File: src/rtl/ks_data_path_p_if.sv
// Bundle of control strobes, status flags and RAM bus between the K&S control
// unit / RAM (master side) and the K&S data path (slave side).
interface ks_data_path_p_if #(
    parameter int DATA_W = 16,
    parameter int ADDR_W = 5
);
    logic              branch;
    logic              pc_enable;
    logic              ir_enable;
    logic              addr_sel;
    logic              c_sel;
    logic [2:0]        operation;
    logic              write_reg_enable;
    logic              flags_reg_enable;
    logic [3:0]        decoded_instruction;
    logic              zero_op;
    logic              neg_op;
    logic              unsigned_overflow;
    logic              signed_overflow;
    logic [ADDR_W-1:0] ram_addr;
    logic [DATA_W-1:0] data_out;
    logic [DATA_W-1:0] data_in;
    logic [31:0]       instr_count;

    modport master (
        output branch, pc_enable, ir_enable, addr_sel, c_sel, operation,
               write_reg_enable, flags_reg_enable, data_in,
        input  decoded_instruction, zero_op, neg_op, unsigned_overflow,
               signed_overflow, ram_addr, data_out, instr_count
    );

    modport slave (
        input  branch, pc_enable, ir_enable, addr_sel, c_sel, operation,
               write_reg_enable, flags_reg_enable, data_in,
        output decoded_instruction, zero_op, neg_op, unsigned_overflow,
               signed_overflow, ram_addr, data_out, instr_count
    );
endinterface

File: src/rtl/ks_data_path_p.sv
// Parametrised K&S data path: PC, IR, register file, eight-op ALU, flags and
// retired-instruction counter; every enable and select comes from the control unit.
module ks_data_path_p #(
    parameter int DATA_W  = 16,
    parameter int ADDR_W  = 5,
    parameter int NREG    = 4,
    parameter bit ZERO_R0 = 1'b0
) (
    input logic          clk,
    input logic          rst_n,
    ks_data_path_p_if.slave bus
);
    localparam int REG_W = $clog2(NREG);
    localparam int MSB   = DATA_W - 1;

    typedef enum logic [2:0] {
        OP_ADD  = 3'd0,
        OP_SUB  = 3'd1,
        OP_AND  = 3'd2,
        OP_OR   = 3'd3,
        OP_XOR  = 3'd4,
        OP_SHL  = 3'd5,
        OP_SHR  = 3'd6,
        OP_PASS = 3'd7
    } alu_op_e;

    logic [ADDR_W-1:0] pc;
    logic [15:0]       ir;
    logic [DATA_W-1:0] rf [NREG];
    logic [3:0]        flags;
    logic [31:0]       instr_count;

    logic [REG_W-1:0]  rc_idx;
    logic [REG_W-1:0]  ra_idx;
    logic [REG_W-1:0]  rb_idx;
    logic [ADDR_W-1:0] ir_addr;
    logic [DATA_W-1:0] op_a;
    logic [DATA_W-1:0] op_b;
    logic [DATA_W-1:0] op_c;
    logic [DATA_W-1:0] alu_res;
    logic [DATA_W:0]   alu_wide;
    logic              alu_uov;
    logic              alu_sov;
    logic [DATA_W-1:0] wb_data;
    logic              rc_writable;
    logic              unused_bits;

    assign rc_idx  = ir[8 +: REG_W];
    assign ra_idx  = ir[4 +: REG_W];
    assign rb_idx  = ir[0 +: REG_W];
    assign ir_addr = ir[ADDR_W-1:0];
    assign unused_bits = ^{ir, bus.data_in};

    // With ZERO_R0 the r0 read port is a constant zero, so stale contents never leak out.
    assign op_a = (ZERO_R0 && ra_idx == '0) ? '0 : rf[ra_idx];
    assign op_b = (ZERO_R0 && rb_idx == '0) ? '0 : rf[rb_idx];
    assign op_c = (ZERO_R0 && rc_idx == '0) ? '0 : rf[rc_idx];
    assign rc_writable = !(ZERO_R0 && rc_idx == '0);

    always_comb begin
        // NOTE: every output of this block gets a default first so no path infers a latch.
        alu_res  = '0;
        alu_wide = '0;
        alu_uov  = 1'b0;
        alu_sov  = 1'b0;
        case (alu_op_e'(bus.operation))
            OP_ADD: begin
                alu_wide = {1'b0, op_a} + {1'b0, op_b};
                alu_res  = alu_wide[MSB:0];
                alu_uov  = alu_wide[DATA_W];
                alu_sov  = (op_a[MSB] == op_b[MSB]) && (alu_res[MSB] != op_a[MSB]);
            end
            OP_SUB: begin
                // The extra top bit of the widened difference is the borrow.
                alu_wide = {1'b0, op_a} - {1'b0, op_b};
                alu_res  = alu_wide[MSB:0];
                alu_uov  = alu_wide[DATA_W];
                alu_sov  = (op_a[MSB] != op_b[MSB]) && (alu_res[MSB] != op_a[MSB]);
            end
            OP_AND:  alu_res = op_a & op_b;
            OP_OR:   alu_res = op_a | op_b;
            OP_XOR:  alu_res = op_a ^ op_b;
            OP_SHL: begin
                alu_res = {op_a[MSB-1:0], 1'b0};
                alu_uov = op_a[MSB];
            end
            OP_SHR: begin
                alu_res = {1'b0, op_a[MSB:1]};
                alu_uov = op_a[0];
            end
            OP_PASS: alu_res = op_a;
            default: alu_res = op_a;
        endcase
    end

    assign wb_data = bus.c_sel ? bus.data_in : alu_res;

    always_ff @(posedge clk) begin
        if (!rst_n) begin
            pc          <= '0;
            ir          <= '0;
            flags       <= '0;
            instr_count <= '0;
            // NOTE: the register file is reset because its contents are architecturally visible after reset.
            for (int i = 0; i < NREG; i++) rf[i] <= '0;
        end else begin
            // NOTE: non-blocking updates let PC, IR, registers and flags all sample the same old state.
            if (bus.pc_enable) pc <= bus.branch ? ir_addr : pc + ADDR_W'(1);
            if (bus.ir_enable) begin
                ir <= bus.data_in[15:0];
                if (instr_count != '1) instr_count <= instr_count + 32'd1;
            end
            if (bus.flags_reg_enable)
                flags <= {alu_res == '0, alu_res[MSB], alu_uov, alu_sov};
            if (bus.write_reg_enable && rc_writable) rf[rc_idx] <= wb_data;
        end
    end

    assign bus.decoded_instruction = ir[15:12];
    assign bus.zero_op             = flags[3];
    assign bus.neg_op              = flags[2];
    assign bus.unsigned_overflow   = flags[1];
    assign bus.signed_overflow     = flags[0];
    assign bus.ram_addr            = bus.addr_sel ? ir_addr : pc;
    assign bus.data_out            = op_c;
    assign bus.instr_count         = instr_count;
endmodule

File: src/flat_wrapper.sv
// flat-port wrapper written by rule: the top's interface ports become plain ports
module ks_data_path_p_flat 
#(
    parameter int DATA_W  = 16,
    parameter int ADDR_W  = 5,
    parameter int NREG    = 4,
    parameter bit ZERO_R0 = 1'b0
)
  (clk, rst_n, bus_branch, bus_pc_enable, bus_ir_enable, bus_addr_sel, bus_c_sel, bus_operation, bus_write_reg_enable, bus_flags_reg_enable, bus_data_in, bus_decoded_instruction, bus_zero_op, bus_neg_op, bus_unsigned_overflow, bus_signed_overflow, bus_ram_addr, bus_data_out, bus_instr_count);
  ks_data_path_p_if #(.DATA_W(DATA_W), .ADDR_W(ADDR_W)) bus_i ();
  input logic clk;
  input logic rst_n;
  input wire logic [$bits(bus_i.branch)-1:0] bus_branch;
  input wire logic [$bits(bus_i.pc_enable)-1:0] bus_pc_enable;
  input wire logic [$bits(bus_i.ir_enable)-1:0] bus_ir_enable;
  input wire logic [$bits(bus_i.addr_sel)-1:0] bus_addr_sel;
  input wire logic [$bits(bus_i.c_sel)-1:0] bus_c_sel;
  input wire logic [$bits(bus_i.operation)-1:0] bus_operation;
  input wire logic [$bits(bus_i.write_reg_enable)-1:0] bus_write_reg_enable;
  input wire logic [$bits(bus_i.flags_reg_enable)-1:0] bus_flags_reg_enable;
  input wire logic [$bits(bus_i.data_in)-1:0] bus_data_in;
  output wire logic [$bits(bus_i.decoded_instruction)-1:0] bus_decoded_instruction;
  output wire logic [$bits(bus_i.zero_op)-1:0] bus_zero_op;
  output wire logic [$bits(bus_i.neg_op)-1:0] bus_neg_op;
  output wire logic [$bits(bus_i.unsigned_overflow)-1:0] bus_unsigned_overflow;
  output wire logic [$bits(bus_i.signed_overflow)-1:0] bus_signed_overflow;
  output wire logic [$bits(bus_i.ram_addr)-1:0] bus_ram_addr;
  output wire logic [$bits(bus_i.data_out)-1:0] bus_data_out;
  output wire logic [$bits(bus_i.instr_count)-1:0] bus_instr_count;
  assign bus_i.branch = bus_branch;
  assign bus_i.pc_enable = bus_pc_enable;
  assign bus_i.ir_enable = bus_ir_enable;
  assign bus_i.addr_sel = bus_addr_sel;
  assign bus_i.c_sel = bus_c_sel;
  assign bus_i.operation = bus_operation;
  assign bus_i.write_reg_enable = bus_write_reg_enable;
  assign bus_i.flags_reg_enable = bus_flags_reg_enable;
  assign bus_i.data_in = bus_data_in;
  assign bus_decoded_instruction = bus_i.decoded_instruction;
  assign bus_zero_op = bus_i.zero_op;
  assign bus_neg_op = bus_i.neg_op;
  assign bus_unsigned_overflow = bus_i.unsigned_overflow;
  assign bus_signed_overflow = bus_i.signed_overflow;
  assign bus_ram_addr = bus_i.ram_addr;
  assign bus_data_out = bus_i.data_out;
  assign bus_instr_count = bus_i.instr_count;
  ks_data_path_p #(.DATA_W(DATA_W), .ADDR_W(ADDR_W), .NREG(NREG), .ZERO_R0(ZERO_R0)) u_core (.clk(clk), .rst_n(rst_n), .bus(bus_i));
endmodule
File: config.mk
export PLATFORM = sky130hd
export DESIGN_NAME = ks_data_path_p_flat
export DESIGN_NICKNAME = d
export VERILOG_FILES = /design/src/rtl/ks_data_path_p_if.sv /design/src/rtl/ks_data_path_p.sv /design/src/flat_wrapper.sv
export SDC_FILE = /design/constraint.sdc
export NUM_CORES = 1
export LEC_CHECK = 0
export BUFFER_PORTS_ARGS = -buffer_cell sky130_fd_sc_hd__buf_4
export CORE_MARGIN = 1
export CORE_UTILIZATION = 51
export DETAILED_ROUTE_END_ITERATION = 12
export PLACE_DENSITY_LB_ADDON = 0.25
export SLEW_MARGIN = 20
export SYNTH_ARGS = -nofsm -noshare
export SYNTH_HDL_FRONTEND = slang
export SYNTH_SLANG_ARGS = --single-unit
File: constraint.sdc
create_clock -name clk -period 5.3 [get_ports clk]
set_input_delay 1.06 -clock clk [delete_from_list [all_inputs] [get_ports clk]]
set_output_delay 1.06 -clock clk [all_outputs]
set_load 0.02 [all_outputs]
==> impl_metrics.csv, run 1 <==
group,metric,value,unit
status,outcome,"finished with violations",
status,violations,"DRC",
sta,period_share,87.6,%
synthesis,synth_most_common_cell,"nor2_1",
clock_network,clock_latency,410,ps
place,dp.cells,1291,
pwr,p_comb_share,28.2,%
sta,post-route-min-period,4640,ps
die,die_h,139,um
detailed_routing,drc,1,
sta,drv_slew,0,
die,die_x,139,um
sta,setup_violations,0,
detailed_routing,drtIter0Drc,1067,
synthesis,ys.flop_type,"edfxtp_1",
layout,syn2layout_area_growth,14.6,%
synthesis,synth_seq_cells,123,
synthesis,synthAdderAreaFrac,7.06,%
critical_path,crit_arrival,4990,ps
clock_network,cts.clk_slew.worst_paths,60,ps
synthesis,synth_async_sr_flop_share,0,%
clock_network,clk_path_buf_depth,2,
grt,grtUsageMet3,5.44,%
grt,grt_pass1_wl,45600,um
critical_path,path_class,"flip-flop to flip-flop",
pwr,clockPowerShare,38.3,%
synthesis,ys_top_cells_by_count,"104 x nor2_1, 67 x inv_1, 64 x edfxtp_1, 64 x nand2_1, 59 x dfxtp_1",
sta,slew_headroom,38.7,%
run,drv_cap,0,
die,num_io_pins,89,
pwr,power_switching,1.04,mW
layout,final_cell_count_no_fill,1323,
synthesis,yosysTopAreaCellShare,20.0,%
detailed_routing,vias_per_cell,6.48,
place,routabilityCongestion,0.955,
worst_hold_path,hp-class,"flip-flop to flip-flop",
detailed_routing,ant_nets,0,
grt,grt-ovfl-total,0,
clock_network,cts_resized,0,
die,die-area,19400,sq um
pwr,p_seq_share,33.6,%
pwr,ir_drop,0.000291,V
layout,layout.nets,1162,
critical_path,crit_path_end_kind,"flip-flop",
critical_path,start_kind,"flip-flop",
clock_network,cts_inserted_buffers,17,
grt,met1_usage,42.0,%
pwr,p_sw_share,32.1,%
die,row_count,49,
grt,grt_usage,30.3,%
pwr,powerDensity,295,nW/um^2
critical_path,cp_cell_sequence,"buf_4 -> mux2i_1 -> mux2i_1 -> inv_1 -> ha_1 -> nor2_1 -> o311ai_0 -> a21o_1 -> o221ai_1 -> a21oi_1 -> nand4_1 -> or4_1 -> or4_1 -> o21ai_1",
critical_path,cpPeakStageDelay,630,ps
sta,hold_viol,0,
clock_network,cts_setup_buffers,0,
clock_network,cts_tree,"built",
grt,antenna_found_initial,0,
layout,drive_gt1_share,18.2,%
synthesis,synth_top_area_cell,"edfxtp_1",
grt,grt_pass1_vias,8210,
detailed_routing,wl_per_cell,21.9,um
critical_path,cp.required,5650,ps
synthesis,synth_xor_area_share,3.65,%
pwr,leakage,4.50,nW
clock_network,clock_sinks,123,
synthesis,netlist_instances,1028,
place,port_buffers,88,
clock_network,postCtsHoldBufs,0,
sta,tns,0,ps
detailed_routing,wl,28900,um
critical_path,critPathMaxFanout,16,
synthesis,synth_area,9600,sq um
die,start_util,52.7,%
synthesis,synth_top_family_by_area,"simple AND/OR/NAND/NOR gates",
pwr,power.total,3.25,mW
grt,grtUsageMet2,47.3,%
detailed_routing,dr.pass1.iters,10,
synthesis,synth.area.top_cells,"edfxtp_1 20%, dfxtp_1 12%, mux4_2 11%, ha_1 6.6%, mux2i_1 5.6%",
grt,grt_max_degree,60,
detailed_routing,vias,8572,
sta,rsz0062_at_grt,"false",
synthesis,yosysSeqAreaShare,32.3,%
synthesis,postSynthAreaPerCell,9.34,sq um
sta,fmax,215,MHz
synthesis,synth-edff-count,64,
critical_path,crit_path_top_delay_cell,"o311ai_0",
grt,grt.busiest_layer,"met2",
synthesis,syn_nets,1109,
clock_network,cts_max_level,4,
pwr,p_int,2.21,mW
synthesis,synth-compound-area-share,15.1,%
synthesis,synth-simple-area-share,18.4,%
synthesis,synth_cell_types,76,
synthesis,yosys_warnings,0,
die,core_area,18200,sq um
place,dp_hpwl,21000,um
layout,insertedDiodeCount,0,
clock_network,cts-root-buf,"clkbuf_16",
synthesis,yosys-mux-area-fraction,17.6,%
sta,worstMarginPinSlew,914,ps
sta,clock_skew,12.1,ps
critical_path,r2r_slack,660,ps
## final timing paths
path | startpoint | to | cells after the start
max | flip-flop | u_core.flags[3]$_SDFFE_PN0P_ | 14
min | u_core.flags[0]$_SDFFE_PN0P_ | u_core.flags[0]$_SDFFE_PN0P_ | 2
max reg2reg | flip-flop | u_core.flags[3]$_SDFFE_PN0P_ | 14
min reg2reg | u_core.flags[0]$_SDFFE_PN0P_ | u_core.flags[0]$_SDFFE_PN0P_ | 2
## registers in the layout, summed over array words and instances, names as in the netlist, named ones only
signal	flops
u_core.bus.instr_count	32
u_core.flags	4
u_core.ir	12
u_core.pc	5
u_core.rf	64
## power by group through the flow
stage	sequential [mW]	clock (mW)	combinational, mW
4_1_cts	1.09	1.26	0.892
3_3_place_gp	1.10	0	0.882
2_1_floorplan	1.09	0	0.644
3_5_place_dp	1.11	0	0.884
5_1_grt	1.10	1.29	0.984
6_report	1.09	1.24	0.915
## cells by family after synthesis
family,count (synthesis)
buffers and inverters,138
multiplexers,111
AND/OR/NAND/NOR,355
AO/OA/AOI/OAI,208
flip-flops,123
XOR/XNOR,40
adder cells (fa/ha/maj),53
## cell type report
| class | count | area, sq um |
|---|---|---|
| sequential | 123 | 3100 |
| timing repair buffer | 102 | 766 |
| clock inverter | 8 | 87.6 |
| clock buffer | 24 | 568 |
| multi-input combinational | 767 | 5930 |
| fill | 1534 | 7200 |
| tap | 229 | 287 |
| inverter | 70 | 263 |
## worst max-delay path, delay by kind of cell, from the launching register on
kind            cells  cell delay [ps]
buf+inv             2              540
compound gates      5             1530
mux                 2              460
simple gates        4             1150
fa+ha+maj           1              380
flops               1              530
## placed cells by master, fill, tap and decap left out, types with 15 or more instances in the layout
master	netlist	final
nor2_1	104	104
ha_1	51	51
nand2_1	64	64
and2_1	28	28
mux4_2	45	45
nand3_1	26	26
a21oi_1	31	31
clkbuf_16	0	22
nor2b_1	32	32
inv_1	67	67
nor3_1	27	27
mux2i_1	54	54
o21ai_0	40	40
buf_4	5	102
dfxtp_1	59	59
xnor2_1	22	22
xor2_1	18	18
a211oi_1	15	15
edfxtp_1	64	64
## metrics by stage
stage	hold WS [ps]	instance area (sq um)	utilization [%]	setup slack, ps
2_1_floorplan	484	9600	-	760
3_3_place_gp	484	10400	56.8	832
6_report	500	11000	60.4	656
4_1_cts	502	11000	60.4	746
5_1_grt	518	11000	60.4	392
3_5_place_dp	492	10400	56.8	741
## per-layer routing
metal	part of all wire (%)	vias to the layer above	wire [um]
met3	9.5	72	2740
met4	3.0	0	869
li1	-	3872	-
met2	45	496	13100
met1	42	4132	12300
met5	0	-	0
No activity file was read; power rests on OpenSTA's default activity.
==> run 2: changes to the inputs <==
--- a/config.mk
+++ b/config.mk
@@ -5,6 +5,7 @@
 export SDC_FILE = /design/constraint.sdc
 export NUM_CORES = 1
 export LEC_CHECK = 0
+export ABC_AREA = 1
 export BUFFER_PORTS_ARGS = -buffer_cell sky130_fd_sc_hd__buf_4
 export CORE_MARGIN = 1
 export CORE_UTILIZATION = 51
==> run 2 against run 1 <==
Against the previous run: the flow now finishes without violations; via count is 21% higher; synthesized cell count increased by 44%; maximum frequency increased by 12%; worst setup slack better by 500 ps; count of clock-buffer cells in the layout down 6; highest routed layer unchanged; combinational power rose by 6.3%; sequential share of layout area increased by 0.16 points; die area up 0.92%; hold slack worse by 23 ps; sequential power is essentially flat; cell count grew 35%; critical endpoint is now u_core.rf[1][12]$_SDFFCE_PN0P_.
==> impl_metrics.csv, run 2 <==
group,metric,value,unit
run,drv_cap,0,
critical_path,cp.depth,19,
synthesis,synth_area,9690,sq um
clock_network,cts.clk_slew.worst_paths,60,ps
grt,grt_pass1_wl,50600,um
sta,clock_skew,13.8,ps
layout,syn2layout_area_growth,12.9,%
layout,drive_gt1_share,9.95,%
sta,slew_headroom,32.9,%
grt,grt_max_degree,37,
detailed_routing,wl_per_cell,18.0,um
synthesis,ys_top_cells_by_count,"371 x nand2_1, 216 x nor2_1, 169 x inv_1",
synthesis,synth_cell_types,49,
place,pre_cts_ws,1250,ps
critical_path,cp.required,5440,ps
clock_network,clock_latency,430,ps
critical_path,crit_path_top_delay_cell,"inv_1",
critical_path,critPathMaxFanout,31,
synthesis,synth_most_common_cell,"nand2_1",
detailed_routing,ant_nets,0,
synthesis,yosysSeqAreaShare,32.0,%
synthesis,postSynthAreaPerCell,6.53,sq um
place,routabilityCongestion,1.03,
die,core_area,18600,sq um
critical_path,crit_arrival,4290,ps
layout,fillers,1841,
synthesis,netlist_instances,1485,
sta,post-route-min-period,4150,ps
critical_path,critPathBufInv,4,
clock_network,clock_sinks,123,
layout,largest_reg_flops,64,
sta,setup_violations,0,
status,outcome,"complete, no violations",
layout,seqCellArea,3100,sq um
detailed_routing,drtIter0Drc,1239,
layout,reg.largest.list,"u_core.rf x64, u_core.bus.instr_count x32, u_core.ir x12",
synthesis,yosys_warnings,0,
sta,period_share,78.2,%
clock_network,cts_inserted_buffers,17,
pwr,leakage,4.85,nW
layout,final_common_cell,"nand2_1",
sta,drv_slew,0,
clock_network,cts_tree,"built",
clock_network,postCtsHoldBufs,0,
synthesis,syn_nets,1566,
layout,layout_common_cells,"371 x nand2_1, 216 x nor2_1, 169 x inv_1",
grt,antenna_found_initial,0,
critical_path,start_kind,"flip-flop",
sta,fin_ws,1150,ps
die,start_util,52.0,%
critical_path,r2r_cells,19,
sta,timing.hold.ws,476,ps
critical_path,path_common_cell,"nand2_1",
synthesis,synth_async_sr_flop_share,0,%
synthesis,synth.area.top_cells,"edfxtp_1 20%, nand2_1 14%, dfxtp_1 12%, nor2_1 8.4%, ha_1 6.6%",
clock_network,cts_resized,0,
layout,multi_input_area,5610,sq um
sta,worstMarginPinSlew,1010,ps
pwr,powerDensity,288,nW/um^2
die,row_count,50,
die,num_io_pins,89,
sta,hold_viol,0,
critical_path,crit_path_end_kind,"flip-flop",
critical_path,path_delay_family,"buffers and inverters",
die,die-area,19600,sq um
detailed_routing,vias_per_cell,5.80,
die,die_x,140,um
worst_hold_path,whs_path_depth,2,
sta,fmax,241,MHz
grt,grt_pass1_vias,9528,
critical_path,cpPeakStageDelay,700,ps
clock_network,cts-root-buf,"clkbuf_16",
layout,largest_register,"u_core.rf",
sta,tns,0,ps
worst_hold_path,hp-class,"flip-flop to flip-flop",
layout,insertedDiodeCount,0,
critical_path,path_class,"flip-flop to flip-flop",
die,die_h,140,um
grt,grt_usage,33.3,%
sta,rsz0062_at_grt,"false",
pwr,power.total,3.16,mW
critical_path,cp_cell_sequence,"inv_1 -> nand2_1 -> a32oi_1 -> ha_1 -> inv_1 -> fa_1 -> inv_1 -> nand3_1 -> nand2_1 -> nand2_1 -> nand2_1 -> a21o_1 -> nand2_1 -> nand2_1 -> nor2_1 -> nor2_1 -> a21boi_1 -> inv_1 -> nor2_1",
synthesis,ys.flop_type,"edfxtp_1",
layout,layout.nets,1616,
pwr,ir_drop,0.000292,V
detailed_routing,dr.pass1.iters,6,
synthesis,synth-edff-count,64,
synthesis,yosysTopAreaCellShare,19.8,%
detailed_routing,vias,10300,
place,dp_hpwl,24100,um
clock_network,cts_setup_buffers,0,
clock_network,cts_max_level,4,
synthesis,synth_seq_cells,123,
place,port_buffers,88,
grt,grt-ovfl-total,0,
synthesis,synth_top_area_cell,"edfxtp_1",
detailed_routing,drc,0,
detailed_routing,wl,32100,um
clock_network,clk_path_buf_depth,2,
run 2: cell types whose count changed after synthesis, sizes merged, moves of 14 or more:
cell / before / now
a21oi: 32 / 87
and2: 28 / 10
and3: 14 / 0
inv: 68 / 180
mux2i: 54 / 0
mux4: 45 / 0
nand2: 64 / 378
nand2b: 14 / 0
nand3: 26 / 121
nor2: 104 / 220
nor2b: 32 / 0
o21ai: 43 / 103
o22ai: 6 / 22
xnor2: 22 / 1
run 2: final timing paths:
path,startpoint,endpoint,slack (ps)
worst min register to register,u_core.flags[3]$_SDFFE_PN0P_,u_core.flags[3]$_SDFFE_PN0P_,480
worst max-delay path,flip-flop,u_core.rf[1][12]$_SDFFCE_PN0P_,1150
worst max register to register,flip-flop,u_core.rf[1][12]$_SDFFCE_PN0P_,1150
worst min-delay path,u_core.flags[3]$_SDFFE_PN0P_,u_core.flags[3]$_SDFFE_PN0P_,480
run 2: power breakdown:
| group | leakage (nW) | internal [mW] | switching (mW) |
|---|---|---|---|
| clock | 0.260 | 0.643 | 0.449 |
| sequential | 1.15 | 1.05 | 0.0429 |
| combinational | 3.44 | 0.298 | 0.675 |
run 2: layer usage:
metal	vias to the layer above	wire length (um)	GRT usage, %
met2	544	14200	51.3
met5	-	0	0
li1	4984	-	-
met1	4750	13900	45.4
met4	0	1130	14.4
met3	64	2920	6.47
run 2: metrics by stage:
stage | util [%] | cells | area [sq um]
6_report | 58.7 | 1782 | 10900
3_5_place_dp | 55.7 | 1750 | 10400
3_3_place_gp | 55.7 | 1750 | 10400
4_1_cts | 58.7 | 1782 | 10900
5_1_grt | 58.7 | 1782 | 10900
2_1_floorplan | - | 1485 | 9690
run 2: kinds of logic (layout without fill, tap and decap cells):
| logic type | after synthesis | after routing | share of synthesized area [%] |
|---|---|---|---|
| xor+xnor | 12 | 12 | 1.08 |
| flops | 123 | 123 | 32.0 |
| simple gates | 787 | 787 | 34.2 |
| buf+inv | 246 | 309 | 10.1 |
| compound gates | 264 | 264 | 15.6 |
| fa+ha+maj | 53 | 53 | 7.00 |
run 2: area by class of cell:
cell class	count	area share [%]
Timing Repair Buffer	93	6.38
Multi-Input combinational cell	1116	51.2
Sequential cell	123	28.4
Clock inverter	14	1.12
Inverter	184	6.31
Clock buffer	18	3.92
Tap cell	234	2.68
run 2: worst register-to-register path, delay by kind of cell (launching register included):
family	cells	cell delay, ps
simple gates	10	960
compound gates	3	800
flops	1	310
fa+ha+maj	2	710
buf+inv	4	1070
==> run 3: changes to the inputs <==
==> constraint.sdc (replaced) <==
create_clock -name clk -period 3.4 [get_ports clk]
set_input_delay 0.68 -clock clk [delete_from_list [all_inputs] [get_ports clk]]
set_output_delay 0.68 -clock clk [all_outputs]
set_load 0.02 [all_outputs]
==> run 3 against run 2 <==
Against the previous run: first-iteration DRC count is 6.8% lower; sequential share of layout area shrank 1.7 points; combinational power rose by 76%; routed wire length rose by 2.1%; worst setup slack worse by 970 ps; die area unchanged; critical endpoint is now u_core.rf[1][15]$_SDFFCE_PN0P_; sequential power rose by 56%; total power up 72%.
==> impl_metrics.csv, run 3 (synthesis results as in run 2) <==
group,metric,value,unit
status,outcome,"complete, no violations",
grt,antenna_found_initial,0,
layout,syn2layout_area_growth,20.4,%
sta,post-route-min-period,3220,ps
detailed_routing,vias_per_cell,5.76,
detailed_routing,drc,0,
critical_path,critPathMaxFanout,33,
layout,drive_gt1_share,15.4,%
layout,layout.nets,1663,
pwr,powerDensity,464,nW/um^2
clock_network,cts-root-buf,"clkbuf_16",
sta,slew_headroom,41.8,%
layout,largest_reg_flops,64,
layout,largest_register,"u_core.rf",
critical_path,crit_path_end_kind,"flip-flop",
layout,insertedDiodeCount,0,
place,port_buffers,88,
critical_path,path_common_cell,"nand2_1",
detailed_routing,drtIter0Drc,1155,
grt,grt_max_degree,37,
pwr,ir_drop,0.000425,V
critical_path,crit_arrival,3490,ps
layout,reg.largest.list,"u_core.rf x64, u_core.bus.instr_count x32, u_core.ir x12",
pwr,leakage,5.16,nW
die,die-area,19600,sq um
critical_path,start_kind,"flip-flop",
critical_path,cp.required,3680,ps
sta,hold_viol,0,
critical_path,crit_path_top_delay_cell,"ha_2",
detailed_routing,dr.pass1.iters,6,
grt,grt_pass1_wl,50400,um
clock_network,cts_inserted_buffers,17,
worst_hold_path,hp-class,"flip-flop to flip-flop",
detailed_routing,vias,10500,
die,start_util,52.0,%
place,dp_hpwl,24700,um
critical_path,path_class,"flip-flop to flip-flop",
critical_path,cp_cell_sequence,"buf_12 -> nand2_1 -> a32oi_1 -> inv_1 -> ha_2 -> nand2_1 -> nor3_1 -> nand3_1 -> nand2_1 -> nand2_1 -> nand3_1 -> nand2_1 -> a21oi_2 -> inv_2 -> nor2_1",
sta,fmax,311,MHz
sta,period_share,94.6,%
clock_network,clock_sinks,123,
layout,final_common_cell,"nand2_1",
die,row_count,50,
sta,drv_slew,0,
grt,grt_usage,33.4,%
die,die_h,140,um
layout,layout_common_cells,"367 x nand2_1, 213 x nor2_1, 166 x inv_1",
place,routabilityCongestion,1.00,
clock_network,cts_tree,"built",
sta,tns,0,ps
grt,grt-ovfl-total,0,
clock_network,clk_path_buf_depth,2,
sta,setup_violations,0,
clock_network,clock_latency,420,ps
clock_network,cts.clk_slew.worst_paths,60,ps
critical_path,cpPeakStageDelay,490,ps
sta,worstMarginPinSlew,871,ps
clock_network,cts_max_level,4,
die,die_x,140,um
die,core_area,18600,sq um
sta,clock_skew,13.9,ps
grt,grt_pass1_vias,9519,
place,placed_area,10800,sq um
detailed_routing,wl_per_cell,17.9,um
die,num_io_pins,89,
layout,final_area,11700,sq um
run,drv_cap,0,
detailed_routing,ant_nets,0,
detailed_routing,wl,32800,um
## run 3: cell count changes in the layout (fill, tap and decap cells not counted), moves of 4 or more
cell        before  now
ha_1            51   41
buf_4           93  133
a21oi_2          1    6
nand2_2          7   11
nand2_1        371  367
a32oi_1         16    5
ha_2             0    8
a21oi_1         86   81
a32oi_2          0   10
clkinvlp_4       4    0
## run 3: cell type report
class,count,area [sq um]
fill,1779,6980
multi-input combinational,1116,5810
sequential,123,3110
timing repair buffer,140,1110
inverter,184,696
clock buffer,22,507
tap,234,293
clock inverter,10,149
## run 3: where the power goes
part / switching [mW] / internal [mW]
Clock: 0.711 / 1.29
Combinational: 1.11 / 0.601
Sequential: 0.0661 / 1.64
## run 3: stage by stage
stage | util (%) | setup WS, ps | std cells | total power [mW] | hold slack, ps
floorplan | - | 349 | 1485 | 2.76 | 449
global placement | 57.8 | 52.5 | 1795 | 3.29 | 455
detailed placement | 57.8 | -23.9 | 1795 | 3.31 | 457
CTS | 61.3 | 20.1 | 1827 | 5.31 | 472
global route | 62.6 | -33.2 | 1829 | 5.66 | 500
finish | 62.6 | 185 | 1829 | 5.42 | 469
## run 3: worst max-delay path: cells and delay by family, from the launching register on
| family | cells | cell delay (ps) |
|---|---|---|
| flops | 1 | 380 |
| fa+ha+maj | 1 | 490 |
| simple gates | 9 | 1080 |
| compound gates | 2 | 680 |
| buf+inv | 3 | 410 |
## run 3: path summary, 6_finish.rpt
check / depth (start not counted) / from / endpoint / slack (ps)
setup reg to reg: 15 / flip-flop / u_core.rf[1][15]$_SDFFCE_PN0P_ / 180
hold / removal: 2 / u_core.flags[3]$_SDFFE_PN0P_ / u_core.flags[3]$_SDFFE_PN0P_ / 470
hold reg to reg: 2 / u_core.flags[3]$_SDFFE_PN0P_ / u_core.flags[3]$_SDFFE_PN0P_ / 470
setup / recovery: 15 / flip-flop / u_core.rf[1][15]$_SDFFCE_PN0P_ / 180
## run 3: layer usage
metal | GRT usage [%] | up-vias | wire length (um)
met5 | 0 | - | 0
met4 | 12.6 | 0 | 959
met3 | 5.82 | 70 | 2930
met2 | 51.8 | 543 | 14700
met1 | 46.3 | 4847 | 14300
li1 | - | 5081 | -
## run 3: repair_timing
action / CTS / global route
gates cloned: 0 / 0
hold buffers: 0 / 0
setup buffers: 0 / 2
resized for setup: 1 / 57
pin swaps: 0 / 3
setup endpoints to repair: 8 / 44
